$ cat config.mk
export PLATFORM = sky130hd
export DESIGN_NAME = dense_layer_sequencer_flat
export DESIGN_NICKNAME = d
export VERILOG_FILES = /design/src/rtl/dense_pkg.sv /design/src/rtl/dense_layer_sequencer_if.sv /design/src/rtl/dense_mac_sat.sv /design/src/rtl/dense_layer_sequencer.sv /design/src/flat_wrapper.sv
export SDC_FILE = /design/constraint.sdc
export NUM_CORES = 2
export LEC_CHECK = 0
export ABC_AREA = 1
export CAP_MARGIN = 10
export CORE_MARGIN = 2
export CORE_UTILIZATION = 38
export CTS_BUF_LIST = sky130_fd_sc_hd__clkbuf_8 sky130_fd_sc_hd__clkbuf_16
export CTS_CLUSTER_DIAMETER = 150
export DETAILED_ROUTE_END_ITERATION = 16
export SYNTH_ARGS = -nofsm -noshare
export SYNTH_HDL_FRONTEND = slang
export SYNTH_SLANG_ARGS = --single-unit
$ cat constraint.sdc
create_clock -name clk -period 12 [get_ports clk]
set_clock_uncertainty 0.05 [all_clocks]
set_input_delay 1.2 -clock clk [delete_from_list [all_inputs] [get_ports clk]]
set_output_delay 1.2 -clock clk [all_outputs]
set_load 0.03 [all_outputs]
$ cat src/rtl/dense_pkg.sv
// rtl/dense_pkg.sv - memory map, layer dimensions and sequencer states shared by the dense layer block
package dense_pkg;

   localparam int N_IN  = 784;
   localparam int N_OUT = 10;
   localparam int I_W   = $clog2(N_IN);

   localparam logic [13:0] X_BASE = 14'h0000;
   localparam logic [13:0] W_BASE = 14'h1000;
   localparam logic [13:0] B_BASE = 14'h2EA0;
   localparam logic [13:0] Y_BASE = 14'h3000;

   typedef enum logic [2:0] {
      IDLE,
      B_ADDR,
      B_LAT,
      X_ADDR,
      W_ADDR,
      TAIL,
      WRITE,
      DONE
   } state_t;

endpackage

$ cat src/rtl/dense_layer_sequencer_if.sv
// rtl/dense_layer_sequencer_if.sv - start/done control and single-port RAM bus of the dense layer sequencer
interface dense_layer_sequencer_if #(
   parameter int ADDRESS_WIDTH = 14,
   parameter int DATA_WIDTH    = 24
) ();
   logic                     start;
   logic                     busy;
   logic                     done;
   logic [3:0]               pred;
   logic [ADDRESS_WIDTH-1:0] mem_addr;
   logic                     mem_we;
   logic [DATA_WIDTH-1:0]    mem_wdata;
   logic [DATA_WIDTH-1:0]    mem_rdata;

   modport master (
      input  start, mem_rdata,
      output busy, done, pred, mem_addr, mem_we, mem_wdata
   );

   modport slave (
      output start, mem_rdata,
      input  busy, done, pred, mem_addr, mem_we, mem_wdata
   );
endinterface

$ cat src/rtl/dense_mac_sat.sv
// rtl/dense_mac_sat.sv - signed multiply-accumulate with bias load, then arithmetic shift and saturation
module dense_mac_sat #(
   parameter int DATA_WIDTH = 24,
   parameter int ACC_WIDTH  = 58,
   parameter int BIAS_SHIFT = 0,
   parameter int OUT_SHIFT  = 0
) (
   input  logic                  clk,
   input  logic                  rst,
   input  logic                  load_i,
   input  logic                  mac_en_i,
   input  logic [DATA_WIDTH-1:0] bias_i,
   input  logic [DATA_WIDTH-1:0] a_i,
   input  logic [DATA_WIDTH-1:0] b_i,
   output logic [DATA_WIDTH-1:0] y_o
);
   localparam int PW = 2 * DATA_WIDTH;
   localparam logic signed [ACC_WIDTH-1:0] MAX_POS =
      ACC_WIDTH'((64'sd1 <<< (DATA_WIDTH - 1)) - 64'sd1);
   localparam logic signed [ACC_WIDTH-1:0] MIN_NEG = ~MAX_POS;

   logic signed [PW-1:0]        prod;
   logic signed [ACC_WIDTH-1:0] acc_q, acc_d, shifted;

   assign prod    = PW'($signed(a_i)) * PW'($signed(b_i));
   assign shifted = acc_q >>> OUT_SHIFT;

   always_comb begin
      acc_d = acc_q;
      if (load_i) begin
         acc_d = ACC_WIDTH'($signed(bias_i)) <<< BIAS_SHIFT;
      end else if (mac_en_i) begin
         acc_d = acc_q + ACC_WIDTH'(prod);
      end
   end

   always_ff @(posedge clk) begin
      if (rst) begin
         acc_q <= '0;
      end else begin
         acc_q <= acc_d;
      end
   end

   always_comb begin
      y_o = shifted[DATA_WIDTH-1:0];
      if (shifted > MAX_POS) begin
         y_o = {1'b0, {(DATA_WIDTH-1){1'b1}}};
      end else if (shifted < MIN_NEG) begin
         y_o = {1'b1, {(DATA_WIDTH-1){1'b0}}};
      end
   end
endmodule

$ cat src/rtl/dense_layer_sequencer.sv
// rtl/dense_layer_sequencer.sv - owns the RAM port while busy: streams B, X and W through the MAC, writes Y, tracks argmax
module dense_layer_sequencer
   import dense_pkg::*;
#(
   parameter int ADDRESS_WIDTH = 14,
   parameter int DATA_WIDTH    = 24,
   parameter int ACC_WIDTH     = 58,
   parameter int BIAS_SHIFT    = 0,
   parameter int OUT_SHIFT     = 0
) (
   input logic                     clk,
   input logic                     rst,
   dense_layer_sequencer_if.master bus
);
   localparam logic [DATA_WIDTH-1:0] MOST_NEG = {1'b1, {(DATA_WIDTH-1){1'b0}}};

   state_t                   state_q, state_d;
   logic [I_W-1:0]           i_q, i_d;
   logic [3:0]               j_q, j_d;
   logic [ADDRESS_WIDTH-1:0] row_base_q, row_base_d;
   logic [DATA_WIDTH-1:0]    x_q, x_d;
   logic [DATA_WIDTH-1:0]    max_val_q, max_val_d;
   logic [3:0]               max_idx_q, max_idx_d;
   logic [DATA_WIDTH-1:0]    y;
   logic                     mac_load, mac_en;

   dense_mac_sat #(
      .DATA_WIDTH (DATA_WIDTH),
      .ACC_WIDTH  (ACC_WIDTH),
      .BIAS_SHIFT (BIAS_SHIFT),
      .OUT_SHIFT  (OUT_SHIFT)
   ) u_mac (
      .clk      (clk),
      .rst      (rst),
      .load_i   (mac_load),
      .mac_en_i (mac_en),
      .bias_i   (bus.mem_rdata),
      .a_i      (x_q),
      .b_i      (bus.mem_rdata),
      .y_o      (y)
   );

   assign bus.pred = max_idx_q;

   always_ff @(posedge clk) begin
      if (rst) begin
         state_q    <= IDLE;
         i_q        <= '0;
         j_q        <= '0;
         row_base_q <= '0;
         x_q        <= '0;
         max_val_q  <= '0;
         max_idx_q  <= '0;
      end else begin
         state_q    <= state_d;
         i_q        <= i_d;
         j_q        <= j_d;
         row_base_q <= row_base_d;
         x_q        <= x_d;
         max_val_q  <= max_val_d;
         max_idx_q  <= max_idx_d;
      end
   end

   // RAM reads are registered: each state consumes the word addressed by the previous one.
   always_comb begin
      state_d       = state_q;
      i_d           = i_q;
      j_d           = j_q;
      row_base_d    = row_base_q;
      x_d           = x_q;
      max_val_d     = max_val_q;
      max_idx_d     = max_idx_q;
      mac_load      = 1'b0;
      mac_en        = 1'b0;
      bus.busy      = 1'b1;
      bus.done      = 1'b0;
      bus.mem_addr  = '0;
      bus.mem_we    = 1'b0;
      bus.mem_wdata = '0;
      case (state_q)
         IDLE: begin
            bus.busy = 1'b0;
            if (bus.start) begin
               state_d    = B_ADDR;
               j_d        = '0;
               row_base_d = '0;
               max_val_d  = MOST_NEG;
               max_idx_d  = '0;
            end
         end
         B_ADDR: begin
            bus.mem_addr = ADDRESS_WIDTH'(B_BASE) + ADDRESS_WIDTH'(j_q);
            state_d      = B_LAT;
         end
         B_LAT: begin
            mac_load = 1'b1;
            i_d      = '0;
            state_d  = X_ADDR;
         end
         X_ADDR: begin
            bus.mem_addr = ADDRESS_WIDTH'(X_BASE) + ADDRESS_WIDTH'(i_q);
            mac_en       = (i_q != '0);
            state_d      = W_ADDR;
         end
         W_ADDR: begin
            bus.mem_addr = ADDRESS_WIDTH'(W_BASE) + row_base_q + ADDRESS_WIDTH'(i_q);
            x_d          = bus.mem_rdata;
            if (i_q == I_W'(N_IN - 1)) begin
               state_d = TAIL;
            end else begin
               i_d     = i_q + 1'b1;
               state_d = X_ADDR;
            end
         end
         TAIL: begin
            mac_en  = 1'b1;
            state_d = WRITE;
         end
         WRITE: begin
            bus.mem_we    = 1'b1;
            bus.mem_addr  = ADDRESS_WIDTH'(Y_BASE) + ADDRESS_WIDTH'(j_q);
            bus.mem_wdata = y;
            // Strictly greater, so ties keep the lowest class index.
            if ($signed(y) > $signed(max_val_q)) begin
               max_val_d = y;
               max_idx_d = j_q;
            end
            row_base_d = row_base_q + ADDRESS_WIDTH'(N_IN);
            if (j_q == 4'(N_OUT - 1)) begin
               state_d = DONE;
            end else begin
               j_d     = j_q + 1'b1;
               state_d = B_ADDR;
            end
         end
         DONE: begin
            bus.busy = 1'b0;
            bus.done = 1'b1;
            state_d  = IDLE;
         end
         default: begin
            state_d = IDLE;
         end
      endcase
   end
endmodule

$ cat src/flat_wrapper.sv
// flat-port wrapper written by rule: the top's interface ports become plain ports
module dense_layer_sequencer_flat import dense_pkg::*;
#(
   parameter int ADDRESS_WIDTH = 14,
   parameter int DATA_WIDTH    = 24,
   parameter int ACC_WIDTH     = 58,
   parameter int BIAS_SHIFT    = 0,
   parameter int OUT_SHIFT     = 0
)
  (clk, rst, bus_start, bus_mem_rdata, bus_busy, bus_done, bus_pred, bus_mem_addr, bus_mem_we, bus_mem_wdata);
  dense_layer_sequencer_if #(.ADDRESS_WIDTH(ADDRESS_WIDTH), .DATA_WIDTH(DATA_WIDTH)) bus_i ();
  input logic clk;
  input logic rst;
  input wire logic [$bits(bus_i.start)-1:0] bus_start;
  input wire logic [$bits(bus_i.mem_rdata)-1:0] bus_mem_rdata;
  output wire logic [$bits(bus_i.busy)-1:0] bus_busy;
  output wire logic [$bits(bus_i.done)-1:0] bus_done;
  output wire logic [$bits(bus_i.pred)-1:0] bus_pred;
  output wire logic [$bits(bus_i.mem_addr)-1:0] bus_mem_addr;
  output wire logic [$bits(bus_i.mem_we)-1:0] bus_mem_we;
  output wire logic [$bits(bus_i.mem_wdata)-1:0] bus_mem_wdata;
  assign bus_i.start = bus_start;
  assign bus_i.mem_rdata = bus_mem_rdata;
  assign bus_busy = bus_i.busy;
  assign bus_done = bus_i.done;
  assign bus_pred = bus_i.pred;
  assign bus_mem_addr = bus_i.mem_addr;
  assign bus_mem_we = bus_i.mem_we;
  assign bus_mem_wdata = bus_i.mem_wdata;
  dense_layer_sequencer #(.ADDRESS_WIDTH(ADDRESS_WIDTH), .DATA_WIDTH(DATA_WIDTH), .ACC_WIDTH(ACC_WIDTH), .BIAS_SHIFT(BIAS_SHIFT), .OUT_SHIFT(OUT_SHIFT)) u_core (.clk(clk), .rst(rst), .bus(bus_i));
endmodule
* After elaboration in Yosys (flattened, before gate mapping)
Cells that the tools add are included.
** Operators by class
- $add $sub $neg :: 8
- Multipliers :: 1
- $lt $le $gt $ge :: 3
- Equal/unequal tests :: 13
- Multiplexer cells :: 27
- Reduce and logical (&&, ||, !) cells :: 10
** Operator list (count)
- 24-bit two-way mux :: 5
- 58-bit two-way mux :: 2
- 58-bit by 48-bit adder with 58-bit output :: 1
- 58-bit by 24-bit greater-than comparator with 1-bit output, second input constant :: 1
- 58-bit by 24-bit less-than comparator with 1-bit output, second input constant :: 1
- 14-bit case mux with 4 select lines :: 1
- 24-bit by 24-bit multiplier with 48-bit output :: 1
- 24-bit case mux with 2 select lines :: 1
- 14-bit case mux with 2 select lines :: 1
- 24-bit greater-than comparator :: 1
- 3-bit case mux with 8 select lines :: 1
- 10-bit case mux with 2 select lines :: 1
- 4-bit case mux with 2 select lines :: 2
- 13-bit by 14-bit adder with 14-bit output, first input constant :: 1
- 13-bit by 5-bit adder with 14-bit output, first input constant :: 1
- 14-bit by 10-bit adder with 14-bit output :: 1
- 14-bit by 10-bit adder with 14-bit output, second input constant :: 1
- 14-bit by 4-bit adder with 14-bit output, first input constant :: 1
- 14-bit two-way mux :: 1
- 3-bit equality test, second input constant :: 4
- 4-bit two-way mux :: 3
- 10-bit by 1-bit adder with 10-bit output, second input constant :: 1
- 10-bit equality test, second input constant :: 1
- 10-bit two-way mux :: 1
- 15 further kinds :: 27
** Storage, ports and cells
- Register bits :: 141
- Bits of input ports :: 27
- Logic and storage cells :: 70

* Logic depth before layout (Yosys ltp)
- Word-level depth :: 6
- Mapped depth :: 31
- Gate-level depth less buffers :: 29

* Modules after synthesis
Synthesis repeated with hierarchy kept, for this count alone.
** Unflattened totals
- Cells, all modules :: 4762
- Area, all modules :: 34835.9 µm²
** Modules (own cells, without submodules)
- dense_mac_sat :: times used 1, cells each 4031, area an instance 29792.3 µm²
- dense_layer_sequencer :: times used 1, cells each 731, area an instance 5043.6 µm²

* Worst setup path after synthesis
OpenSTA, ideal clock, no wires.
- Kind :: input to register
- Start :: in bus_mem_rdata[0]
- End :: reg u_core.u_mac.acc_q[57]
- Data arrival time :: 7.732 ns
- Data required time :: 11.828 ns
- Path slack :: 4.096 ns
- Stages on the path :: 25
- Buffers on the path :: 1
- Cell sequence :: clkbuf_1 > nand2_1 > inv_1 > fa_1 > fa_1 > inv_1 > fa_1 > fa_1 > fa_1 > inv_1 > fa_1 > inv_1 > fa_1 > inv_1 > ha_1 > nand2_1 > nor2_1 > inv_1 > nor3_1 > and2_1 > nand2_1 > nand3_1 > nand2_1 > nand3_1 > a21oi_2
** On the way
- Word-level cells in the longest chain between the ends :: 4
** RTL lines
- start, declared :: line flat_wrapper.sv:15 : input wire logic [$bits(bus_i.mem_rdata)-1:0] bus_mem_rdata;
- 24-bit by 24-bit multiplier with 48-bit output :: line dense_mac_sat.sv:25 : assign prod = PW'($signed(a_i)) * PW'($signed(b_i));
- 58-bit by 48-bit adder with 58-bit output :: line dense_mac_sat.sv:33 : acc_d = acc_q + ACC_WIDTH'(prod);
- 58-bit two-way mux :: line dense_mac_sat.sv:32 : end else if (mac_en_i) begin
- 58-bit two-way mux :: line dense_mac_sat.sv:30 : if (load_i) begin
- end signal, assigned :: line dense_mac_sat.sv:39 : acc_q <= '0;
- end signal, assigned :: line dense_mac_sat.sv:41 : acc_q <= acc_d;
- end, declared :: line dense_mac_sat.sv:23 : logic signed [ACC_WIDTH-1:0] acc_q, acc_d, shifted;
Every way passes these cells. The select of a mux whose other input is x is not followed.
A chain may end at the register's enable or synchronous reset.

* Worst setup path in the final report
Same ends and word-level chain as after synthesis.

==> qor.yml <==
hold_path:
  hold_path_end: "u_core.max_val_q[18]"
  worstHoldStart: "u_core.max_val_q[18]"
  min_path_type: "flip-flop to flip-flop"
  whs_path_depth: 2
global_route:
  first_global_vias: 28580
  wire_length_of_the_first_global_routing_pass_um: 164000
  gr-total-overflow: 0
  antenna_found_initial: 0
  groute.usage.overall_pct: 22.35
  grt_start_max_net_pins: 90
placed_design:
  numPlacedInstances: 5870
  dp_hpwl_um: 82930
  buffer_ports.inserted: 71
  place.gp.congestion: 0.9474
timing:
  max_clock_freq_mhz: 114.4
  finalSetupTns_ns: 0
  final-max-slew-violation-count: 0
  share_of_the_cycle_needed_by_the_critical_path_after_routing_pct: 72.85
  timing.final.setup_violations: 0
  finalHoldViolations: 0
  grt_setup_unrepaired: "false"
  slew_headroom_pct: 31.95
  post-route-min-period_ns: 8.741
  worst_pin_slew_ns: 1.021
routing:
  via_per_inst: 4.807
  detail_route.wirelength_um: 101100
  num_vias: 28370
  iteration_0_drc_markers: 2155
  route.detailed.wl_per_inst_um: 17.13
  ant_nets: 0
  drc_errors: 0
  detail_route.first_pass.iterations: 8
yosys:
  syn_nets: 5727
  yosys_register_bits: 137
  syn_std_cell_area_um2: 34910
  syn_area_per_cell_um2: 7.297
  yosysSeqAreaShare_pct: 7.856
  synthCells: 4784
  ys_warn_count: 0
  yosysUniqueCellTypes: 52
critical_path:
  critPathKind: "primary input to flip-flop"
  rr_worst_depth: 25
  rrSetupSlack_ns: 4.22
  reg2reg_to: "u_core.u_mac.acc_q[57]"
  timing.critical_path.to_type: "flip-flop"
  crit_path_max_fanout: 26
  rr_startpoint: "u_core.x_q[23]"
  start_kind: "primary input"
  cp.arrival_ns: 9.04
  cp_data_required_time_ns: 12.30
floorplanning:
  io_pins: 72
  fp.dieH_um: 307.1
  design.die.area_um2: 94310
  start_util_pct: 38.20
  placeableCoreArea_um2: 91390
  chipWidth_um: 307.1
  core.rowCount: 111
layout:
  total_of_fill_cells_in_the_finished_design: 9543
  final_layout_size_suffix_gt1_share_pct: 3.308
  antenna-diode-count: 0
  layout.nets: 5646
  syn2layout_area_growth_pct: 6.286
  number_of_standard_cells_in_the_layout_taps_in_and_fillers_out: 5902
clocking:
  h_tree_lvls: 4
  clk_latency_ns: 0.48
  max-clock-path-buffers: 2
  clk_pin_slew_ns: 0.07
  postCtsResizedCells: 0
  numClockSinks: 137
  cts_hold_repair.buffers: 0
  tritoncts: "yes"
  cts_inserted_buffers: 17
  post_cts.repair.setup_buffers: 0
  cts-root-buf: "sky130_fd_sc_hd__clkbuf_16"
power:
  p_leak_nw: 21.40
  ir_drop_mv: 0.1185
  power_density_cells_nw_per_um2: 79.37
job:
  cap_violations: 0
run_status:
  run_status: "complete, no violations"
-- synth_stat cells, drive strengths merged --
library cell	n	area (µm²)
o21bai	5	37.54
nand3	179	973.4
a21boi	1	7.510
nor4	3	18.77
nand3b	6	45.04
and2	6	37.54
fa	701	14030
nor3	21	116.4
a211oi	2	15.01
nor3b	1	7.510
o22ai	7	43.79
o31ai	1	7.510
xor2	10	87.58
o311ai	1	8.760
clkinv	1	3.750
dfxtp	137	2743
inv	1404	5270
o21ai	113	565.5
nor2	221	854.6
a31oi	6	37.54
nand4	41	262.8
ha	215	2690
and3	2	12.51
o211ai	6	60.06
clkbuf	177	665.6
o221ai	1	8.760
a21o	3	22.52
o21a	2	15.01
or2	8	50.05
xnor2	11	96.34
nand2	1262	4757
buf	49	355.3
a221oi	2	17.52
a21oi	179	982.2
-- layout make-up --
cell class              instances  area [µm²]  area share (%)
repair buffers                126        1114           3.001
inverters                    1405        5274           14.21
well taps                    1186        1484           3.999
multi-input cells            3016       25880           69.74
clock inverters                14       173.9          0.4687
flip-flops and latches        137        2743           7.392
clock buffers                  18       439.2           1.184
-- state kept, by name, summed over array words and instances, names as in the netlist --
signal,count
u_core.u_mac.acc_q,58
u_core.max_val_q,24
u_core.x_q,24
u_core.i_q,10
u_core.row_base_q,10
u_core.bus.pred,4
u_core.j_q,4
u_core.state_q,3
-- through the flow --
stage | instance area, µm² | worst slack (ns) | hold slack (ns) | power (mW) | util [%]
after CTS | 37100 | 3.247 | 0.4281 | 2.948 | 40.60
final | 37100 | 3.259 | 0.4267 | 2.945 | 40.60
after detailed placement | 36490 | 2.765 | 0.4168 | 2.359 | 39.93
after global routing | 37100 | 2.674 | 0.4359 | 3.225 | 40.60
after floorplan | 34910 | 4.096 | 0.4008 | 1.809 | -
after global placement | 36490 | 2.839 | 0.4109 | 2.351 | 39.93
-- placed cells by master, fill, tap and decap left out, drive strengths merged, types with 3 or more instances in the layout --
master            n
inv            1407
nor4              3
clkinv            9
nand3           179
ha              215
or2               8
nor3             21
o21ai           113
bufinv            3
xnor2            11
xor2             10
buf              57
nand3b            6
o211ai            6
nand2          1262
nand4            41
a31oi             6
and2              6
a21oi           179
o21bai            5
nor2            221
clkdlybuf4s50    69
fa              701
clkbuf           18
a21o              3
o22ai             7
dfxtp           137
-- metal layers --
layer,up-vias,wire length [µm],global-route usage [%]
met5,-,0,0
met4,0,2004,4.946
met3,103,6381,3.005
met2,786,44430,34.62
met1,13980,48320,33.15
li1,13500,-,-
-- power by group --
part / internal (mW) / switching [mW] / leakage [nW]
Clock: 0.333 / 0.248 / 0.306
Sequential: 0.480 / 0.0450 / 1.11
Combinational: 0.621 / 1.22 / 20.0
Total: 1.43 / 1.51 / 21.4
-- logic make-up after synthesis --
kind of cell             after synthesis  synth area share (%)
AO/OA/AOI/OAI                        329                 5.240
XOR/XNOR                              21                0.5268
adder cells (fa/ha/maj)              916                 47.91
buffers and inverters               1631                 18.03
flip-flops                           137                 7.856
AND/OR/NAND/NOR                     1750                 20.44
-- worst max-delay path: stages --
cell and delay (ns):
sky130_fd_sc_hd__clkdlybuf4s50_1 0.45, sky130_fd_sc_hd__buf_4 0.29, sky130_fd_sc_hd__nand2_1 0.14, sky130_fd_sc_hd__inv_1 0.14, sky130_fd_sc_hd__fa_1 0.55, sky130_fd_sc_hd__fa_2 0.80
sky130_fd_sc_hd__inv_1 0.15, sky130_fd_sc_hd__fa_1 1.03, sky130_fd_sc_hd__fa_1 0.66, sky130_fd_sc_hd__fa_1 0.74, sky130_fd_sc_hd__inv_1 0.18, sky130_fd_sc_hd__fa_1 0.52
sky130_fd_sc_hd__inv_1 0.06, sky130_fd_sc_hd__fa_1 0.48, sky130_fd_sc_hd__inv_1 0.05, sky130_fd_sc_hd__ha_1 0.36, sky130_fd_sc_hd__nand2_1 0.14, sky130_fd_sc_hd__nor2_1 0.18
sky130_fd_sc_hd__inv_1 0.09, sky130_fd_sc_hd__nor3_1 0.28, sky130_fd_sc_hd__and2_1 0.17, sky130_fd_sc_hd__nand2_1 0.07, sky130_fd_sc_hd__nand3_1 0.09, sky130_fd_sc_hd__nand2_1 0.05
sky130_fd_sc_hd__nand3_1 0.08, sky130_fd_sc_hd__a21oi_2 0.07
-- how the worst max path moves through the flow --
stage	slack (ns)	from	cells past startpoint	endpoint
3_3_place_gp	2.84	bus_mem_rdata[0]	26	u_core.u_mac.acc_q[57]
3_5_place_dp	2.76	bus_mem_rdata[0]	26	u_core.u_mac.acc_q[57]
4_1_cts	3.25	bus_mem_rdata[0]	26	u_core.u_mac.acc_q[57]
2_1_floorplan	4.10	bus_mem_rdata[0]	25	u_core.u_mac.acc_q[57]
5_1_grt	2.67	bus_mem_rdata[0]	26	u_core.u_mac.acc_q[57]
6_report	3.26	bus_mem_rdata[0]	26	u_core.u_mac.acc_q[57]
No activity file was read; power rests on OpenSTA's default activity.
